### config.mk
export PLATFORM = sky130hd
export DESIGN_NAME = wb_mem_port_arbiter
export DESIGN_NICKNAME = d
export VERILOG_FILES = /design/src/rtl/wb_arb_pkg.sv /design/src/rtl/wb_arb_watchdog.sv /design/src/rtl/wb_mem_port_arbiter.sv
export SDC_FILE = /design/constraint.sdc
export NUM_CORES = 1
export LEC_CHECK = 0
export ABC_AREA = 1
export CORE_AREA = 2 2 104 106
export DETAILED_ROUTE_END_ITERATION = 12
export DIE_AREA = 0 0 106 108
export HOLD_SLACK_MARGIN = 0.02
export PLACE_DENSITY = 0.75
export SYNTH_ARGS = -nofsm -noshare
export SYNTH_HDL_FRONTEND = slang
export SYNTH_HIERARCHICAL = 1
export SYNTH_SLANG_ARGS = --single-unit
### constraint.sdc
create_clock -name clk -period 2.45 [get_ports clk]
set_input_delay 0.49 -clock clk [delete_from_list [all_inputs] [get_ports clk]]
set_output_delay 0.49 -clock clk [all_outputs]
set_load 0.01 [all_outputs]
### src/rtl/wb_arb_pkg.sv
// Shared types for the instruction/data Wishbone memory port arbiter.
package wb_arb_pkg;

  typedef enum logic [1:0] {
    ARB_IDLE      = 2'd0,
    ARB_GNT_INSTR = 2'd1,
    ARB_GNT_DATA  = 2'd2
  } arb_state_t;

  localparam logic [1:0] GNT_NONE  = 2'b00;
  localparam logic [1:0] GNT_INSTR = 2'b01;
  localparam logic [1:0] GNT_DATA  = 2'b10;

endpackage

### src/rtl/wb_arb_watchdog.sv
// Saturating cycle counter that flags a granted transaction the slave never acknowledged.
module wb_arb_watchdog #(
  parameter int unsigned TIMEOUT_CYCLES = 255
) (
  input  logic clk,
  input  logic rst,
  input  logic clear_i,
  input  logic count_en_i,
  output logic expire_o
);

  localparam int unsigned CntW = (TIMEOUT_CYCLES > 0) ? $clog2(TIMEOUT_CYCLES + 1) : 1;

  generate
    if (TIMEOUT_CYCLES == 0) begin : g_off
      assign expire_o = 1'b0;
    end else begin : g_on
      localparam logic [CntW-1:0] CntLast = CntW'(TIMEOUT_CYCLES - 1);
      localparam logic [CntW-1:0] CntMax  = CntW'(TIMEOUT_CYCLES);

      logic [CntW-1:0] r_count;

      always_ff @(posedge clk) begin
        if (rst || clear_i) begin
          r_count <= '0;
        end else if (count_en_i && (r_count != CntMax)) begin
          r_count <= r_count + 1'b1;
        end
      end

      // Fires in the cycle the counter reads TIMEOUT_CYCLES-1, i.e. the last allowed wait cycle.
      assign expire_o = count_en_i && (r_count == CntLast);
    end
  endgenerate

endmodule

### src/rtl/wb_mem_port_arbiter.sv
// Round-robin arbiter sharing one Wishbone classic memory port between instruction and data
// masters; each grant is held until ack, abort or watchdog expiry.
module wb_mem_port_arbiter
  import wb_arb_pkg::*;
#(
  parameter int unsigned ADDR_WIDTH     = 32,
  parameter int unsigned DATA_WIDTH     = 32,
  parameter int unsigned TIMEOUT_CYCLES = 255
) (
  input  logic                  clk,
  input  logic                  rst,
  input  logic                  instr_cyc_i,
  input  logic                  instr_stb_i,
  input  logic [ADDR_WIDTH-1:0] instr_addr_i,
  output logic [DATA_WIDTH-1:0] instr_data_o,
  output logic                  instr_ack_o,
  input  logic                  data_cyc_i,
  input  logic                  data_stb_i,
  input  logic                  data_we_i,
  input  logic [ADDR_WIDTH-1:0] data_addr_i,
  input  logic [DATA_WIDTH-1:0] data_data_i,
  output logic [DATA_WIDTH-1:0] data_data_o,
  output logic                  data_ack_o,
  output logic                  mem_cyc_o,
  output logic                  mem_stb_o,
  output logic                  mem_we_o,
  output logic [ADDR_WIDTH-1:0] mem_addr_o,
  output logic [DATA_WIDTH-1:0] mem_data_o,
  input  logic [DATA_WIDTH-1:0] mem_data_i,
  input  logic                  mem_ack_i,
  output logic [1:0]            grant_o,
  output logic                  timeout_o
);

  arb_state_t r_state;
  logic       r_last_data;
  logic [1:0] r_grant;

  logic w_req_instr;
  logic w_req_data;
  logic w_gnt_instr;
  logic w_gnt_data;
  logic w_cur_cyc;
  logic w_timeout;

  assign w_req_instr = instr_cyc_i & instr_stb_i;
  assign w_req_data  = data_cyc_i & data_stb_i;
  assign w_gnt_instr = (r_state == ARB_GNT_INSTR);
  assign w_gnt_data  = (r_state == ARB_GNT_DATA);
  assign w_cur_cyc   = (w_gnt_instr & instr_cyc_i) | (w_gnt_data & data_cyc_i);

  wb_arb_watchdog #(
    .TIMEOUT_CYCLES (TIMEOUT_CYCLES)
  ) u_watchdog (
    .clk        (clk),
    .rst        (rst),
    .clear_i    (r_state == ARB_IDLE),
    .count_en_i (w_cur_cyc & ~mem_ack_i),
    .expire_o   (w_timeout)
  );

  always_ff @(posedge clk) begin
    if (rst) begin
      r_state     <= ARB_IDLE;
      r_last_data <= 1'b1;
      r_grant     <= GNT_NONE;
    end else begin
      unique case (r_state)
        ARB_IDLE: begin
          // On a tie the master that was not served last wins.
          if (w_req_instr && (!w_req_data || r_last_data)) begin
            r_state <= ARB_GNT_INSTR;
            r_grant <= GNT_INSTR;
          end else if (w_req_data) begin
            r_state <= ARB_GNT_DATA;
            r_grant <= GNT_DATA;
          end
        end
        ARB_GNT_INSTR: begin
          if (!instr_cyc_i || mem_ack_i || w_timeout) begin
            r_state     <= ARB_IDLE;
            r_grant     <= GNT_NONE;
            r_last_data <= 1'b0;
          end
        end
        ARB_GNT_DATA: begin
          if (!data_cyc_i || mem_ack_i || w_timeout) begin
            r_state     <= ARB_IDLE;
            r_grant     <= GNT_NONE;
            r_last_data <= 1'b1;
          end
        end
        default: begin
          r_state <= ARB_IDLE;
          r_grant <= GNT_NONE;
        end
      endcase
    end
  end

  always_comb begin
    mem_cyc_o = w_cur_cyc;
    mem_stb_o = (w_gnt_instr & instr_cyc_i & instr_stb_i) | (w_gnt_data & data_cyc_i & data_stb_i);
    mem_we_o  = w_gnt_data & data_we_i;
    mem_addr_o = '0;
    if (w_gnt_instr) begin
      mem_addr_o = instr_addr_i;
    end else if (w_gnt_data) begin
      mem_addr_o = data_addr_i;
    end
    mem_data_o = w_gnt_data ? data_data_i : '0;

    // A forced ack carries zero data so a hung read never returns stale bus contents.
    instr_ack_o  = w_gnt_instr & instr_cyc_i & (mem_ack_i | w_timeout);
    data_ack_o   = w_gnt_data & data_cyc_i & (mem_ack_i | w_timeout);
    instr_data_o = w_timeout ? '0 : mem_data_i;
    data_data_o  = w_timeout ? '0 : mem_data_i;
    timeout_o    = w_timeout;
    grant_o      = r_grant;
  end

endmodule

After elaboration in Yosys (flattened, before gate mapping)

Cells that the tools add are included.

Add/sub/neg operators: 1
Eq/ne operators: 7
Mux-type cells: 12
Bitwise logic cells: 14
Reduce and logical (&&, ||, !) cells: 16

Operators by type and width:

| kind                                                   | number |
|---|---|
| two-way mux 32 bit                                     | 4 |
| AND 1 bit                                              | 10 |
| adder 8 x 1 -> 8 bit (second input constant)           | 1 |
| == test 8 bit (second input constant)                  | 1 |
| two-way mux 2 bit                                      | 4 |
| inequality test 8 bit (second input constant)          | 1 |
| logical OR 1 bit                                       | 6 |
| case mux 2 bit (3 select lines)                        | 1 |
| AND reduction 3 bit                                    | 2 |
| inequality test 2 x 1 -> 1 bit (second input constant) | 2 |
| logical AND 1 bit                                      | 3 |
| logical NOT 1 bit                                      | 3 |
| inequality test 3 bit (second input constant)          | 1 |
| OR 1 bit                                               | 3 |
| == test 2 x 1 -> 1 bit (second input constant)         | 1 |
| == test 2 bit (second input constant)                  | 1 |
| logical NOT 2 bit                                      | 1 |
| two-way mux 1 bit                                      | 2 |
| case mux 1 bit (2 select lines)                        | 1 |
| nonzero test 2 bit                                     | 1 |
| inverter 1 bit                                         | 1 |

Bits in registers: 11
Input bits: 136
Output and inout port bits: 136

Depth between registers and ports, before layout

Depth after elaboration: 8
Mapped depth: 13
Depth with buffers taken out: 12

By module

The synthesis kept the hierarchy.

Modules (own cells, without submodules):

| module              | times used | cells an instance | area an instance (sq um) | sequential area each (sq um) |
|---|---|---|---|---|
| wb_mem_port_arbiter | 1          | 254               | 1323.8                   | 60.1 |
| wb_arb_watchdog     | 1          | 65                | 456.7                    | 160.2 |

Worst setup path before layout

OpenSTA, ideal clock, no wires.

Path type: reg2out
Start: reg, netlist name grant_o[1]
End: out instr_data_o[10]
Arrival: 2498 ps
Path slack: -538 ps
Stages on the path, launching flop included: 11
Path buffers: 3
Path through: dfxtp_1 -> inv_2 -> nor2_4 -> nand2_1 -> a21oi_1 -> nand2_1 -> nor4_1 -> clkbuf_1 -> clkbuf_1 -> nor2_1 -> buf_4

RTL lines:

| what             | RTL line                  | source |
|---|---|---|
| end: declaration | wb_mem_port_arbiter.sv:15 | `output logic [DATA_WIDTH-1:0] instr_data_o,` |

==> impl_metrics.csv <==
group,metric,value,unit
critical_path,cp_max_fo,7,
final_layout,fillers,1026,
logic_synthesis,synth_edf_count,0,
global_route,grt_pass1_wl,14.9,mm
logic_synthesis,synth-adder-area-share,1.41,%
power_and_ir_drop,vdd_ir_drop_max,0.000148,V
global_route,overflow,0,
logic_synthesis,synth_compound_area_share,20.6,%
logic_synthesis,syn_nets,457,
timing,slew_headroom,69.3,%
logic_synthesis,synth_top_family_by_area,"buffers and inverters",
final_layout,area_delta_synth_final,160,%
global_route,antenna_found_initial,0,
timing,drv_slew,0,
floorplanning,io_pins,272,
cts,clock_latency,240,ps
run,cap_violations,0,
floorplanning,core-area,10200,um2
cts,cts_tree,"yes",
global_route,grt_max_degree,36,
global_route,grt_pass1_vias,2877,
drt,ant_nets,0,
cts,htree_levels,1,
placement,port_buffers,271,
final_layout,final_cells,708,
critical_path,critPathRequiredTime,1960,ps
placement,place_inst,696,
drt,drc_errors,0,
timing,setup_violations,10,
timing,min_period,2470,ps
power_and_ir_drop,leakagePower,0.00273,uW
logic_synthesis,syn_area,1780,um2
cts,cts_buffers,3,
critical_path,timing_worst_setup_path_type,"register to primary output",
final_layout,layout.nets,711,
logic_synthesis,synth-seq-cells,11,
final_layout,diodes,0,
logic_synthesis,synthArstFlopShare,0,%
timing,finClkSkew,2.40,ps
critical_path,worstPathArrival,1980,ps
drt,wl_per_cell,14.7,um
placement,dp_hpwl,8.33,mm
drt,vias_per_cell,4.05,
timing,hold_violations,0,
cts,path_clk_slew,50,ps
final_layout,drive_above_1_share,22.2,%
critical_path,end_kind,"primary output",
logic_synthesis,dominantRegCellSynth,"dfxtp_1",
placement,place_congestion,0.879,
critical_path,start_kind,"register",
drt,drtIter0Drc,142,
timing,period_share,101,%
power_and_ir_drop,p_per_area,271,nW/um2
cts,root_buffer,"clkbuf_8",
drt,drt_wl_total,10.4,mm
cts,numClockSinks,11,
logic_synthesis,yosysSeqAreaShare,12.4,%
global_route,grt.total_usage,16.3,%
logic_synthesis,synth-simple-area-share,31.3,%
timing,tightest_slew,459,ps
timing,fin_tns_setup,-83.0,ps
hold_path,min_path_type,"register to register",
floorplanning,die_area,11400,um2
run_status,violations,"negative setup slack",
floorplanning,fp.dieH,108,um
timing,setup_ws,-16.8,ps
logic_synthesis,synth.mux.area_fraction,0,%
cts,postCtsHoldBufs,0,
drt,drtPass1Iterations,4,
cts,cts_buffer_depth,2,
logic_synthesis,synthXorXnorAreaFrac,0.984,%
logic_synthesis,syn-mean-instance-area,5.58,um2
floorplanning,rows,37,
floorplanning,die_x,106,um
timing,rsz0062_at_grt,"true",
floorplanning,start_util,17.4,%
timing,fmax,405,MHz
drt,vias,2867,
logic_synthesis,netlist-cell-type-count,24,
run_status,status,"finished, violations left",
logic_synthesis,syn_inst,319,
power_and_ir_drop,finalPower,1260,uW
logic_synthesis,ys_warn_count,6,
==> stage by stage <==
stage / worst slack, ps / hold WS (ps) / instance area, um2 / utilization (%)
after floorplan: 1.50 / 429 / 1810 / -
final: -16.8 / 461 / 4630 / 45.2
after CTS: -117 / 468 / 4520 / 44.1
after global placement: -586 / 445 / 4520 / 44.2
after global routing: -105 / 497 / 4630 / 45.2
after detailed placement: -606 / 455 / 4520 / 44.2
==> worst paths after layout <==
check	start	end	slack (ps)	cells after the start
worst max-delay path	grant_o[0]$_SDFFE_PP0P_	data_data_o[29]	-20	11
worst min-delay path	r_last_data$_SDFFE_PP1P_	r_last_data$_SDFFE_PP1P_	460	2
worst max register to register	grant_o[0]$_SDFFE_PP0P_	grant_o[1]$_SDFFE_PP0P_	480	14
worst min register to register	r_last_data$_SDFFE_PP1P_	r_last_data$_SDFFE_PP1P_	460	2
==> cell usage after synthesis (4+ instances only) <==
master    instances  area, um2
dfxtp_1          11        220
nor2_1           83        312
inv_1            75        282
clkbuf_1          7       26.3
a21oi_1           7       35.0
nand2_1          27        101
nand3_1          11       55.1
o21ai_0           4       20.0
inv_2             4       15.0
a22o_1           32        280
buf_2             6       30.0
buf_4            32        240
nand2_2           4       25.0
==> placed cells by master (no fill, tap or decap), drive strengths merged <==
cell type	n
clkdlybuf4s50	168
dlygate4sd2	1
nand3	13
a22o	32
nand2	31
a21oi	9
clkbuf	30
o21ai	6
dfxtp	11
clkdlybuf4s15	2
inv	79
nor2	86
buf	63
ha	2
xor2	1
clkinv	1
nor3	2
dlymetal6s2s	33
xnor2	1
nor4	1
==> what timing repair did <==
item	4_1_cts	5_1_grt
buffers inserted	5	2
gates resized for setup	149	184
cloned	1	1
setup endpoints to repair	108	101
pin swaps	0	12
==> metal layers <==
| layer | part of all wire, % | GRT usage [%] | up-vias | wire length, um |
|---|---|---|---|---|
| li1 | - | - | 1443 | - |
| met1 | 37 | 17.0 | 1277 | 3820 |
| met2 | 55 | 32.6 | 137 | 5700 |
| met3 | 7.1 | 4.40 | 10 | 737 |
| met4 | 1.1 | 3.01 | 0 | 112 |
| met5 | 0 | 0 | - | 0 |
==> worst max-delay path, stage by stage, from the launching register on <==
cell	delay, ps
dfxtp_4	360
inv_2	40
nor2_4	130
nand2_2	90
a21oi_4	170
nand2_2	80
nor4_4	240
buf_6	150
buf_6	110
clkbuf_16	150
nor2_1	70
clkbuf_2	130
==> registers in the layout (all words and copies together) (netlist names) <==
| signal | cells |
|---|---|
| grant_o | 2 |
| u_watchdog/g_on.r_count | 8 |
| r_last_data | 1 |
==> layout make-up <==
cell class | instances | area (um2) | area share, %
Inverter | 79 | 297 | 6.41
Clock buffer | 3 | 41.3 | 0.892
Multi-Input combinational cell | 184 | 1070 | 23.0
Timing Repair Buffer | 294 | 2820 | 61.0
Sequential cell | 11 | 228 | 4.92
Tap cell | 136 | 170 | 3.68
Clock inverter | 1 | 5.00 | 0.108
==> power breakdown <==
group | switching, uW | leakage (uW) | internal [uW] | total, uW
Clock | 74.1 | 0.0000255 | 112 | 186
Sequential | 7.08 | 0.0000904 | 185 | 192
Combinational | 360 | 0.00262 | 517 | 877
Total | 441 | 0.00273 | 815 | 1260
==> logic make-up (layout without fill, tap and decap cells) <==
logic type | after synthesis | after routing
xor+xnor | 2 | 2
flops | 11 | 11
compound gates | 47 | 47
simple gates | 133 | 133
buf+inv | 124 | 377
fa+ha+maj | 2 | 2
(Power assumes the default switching activity.)
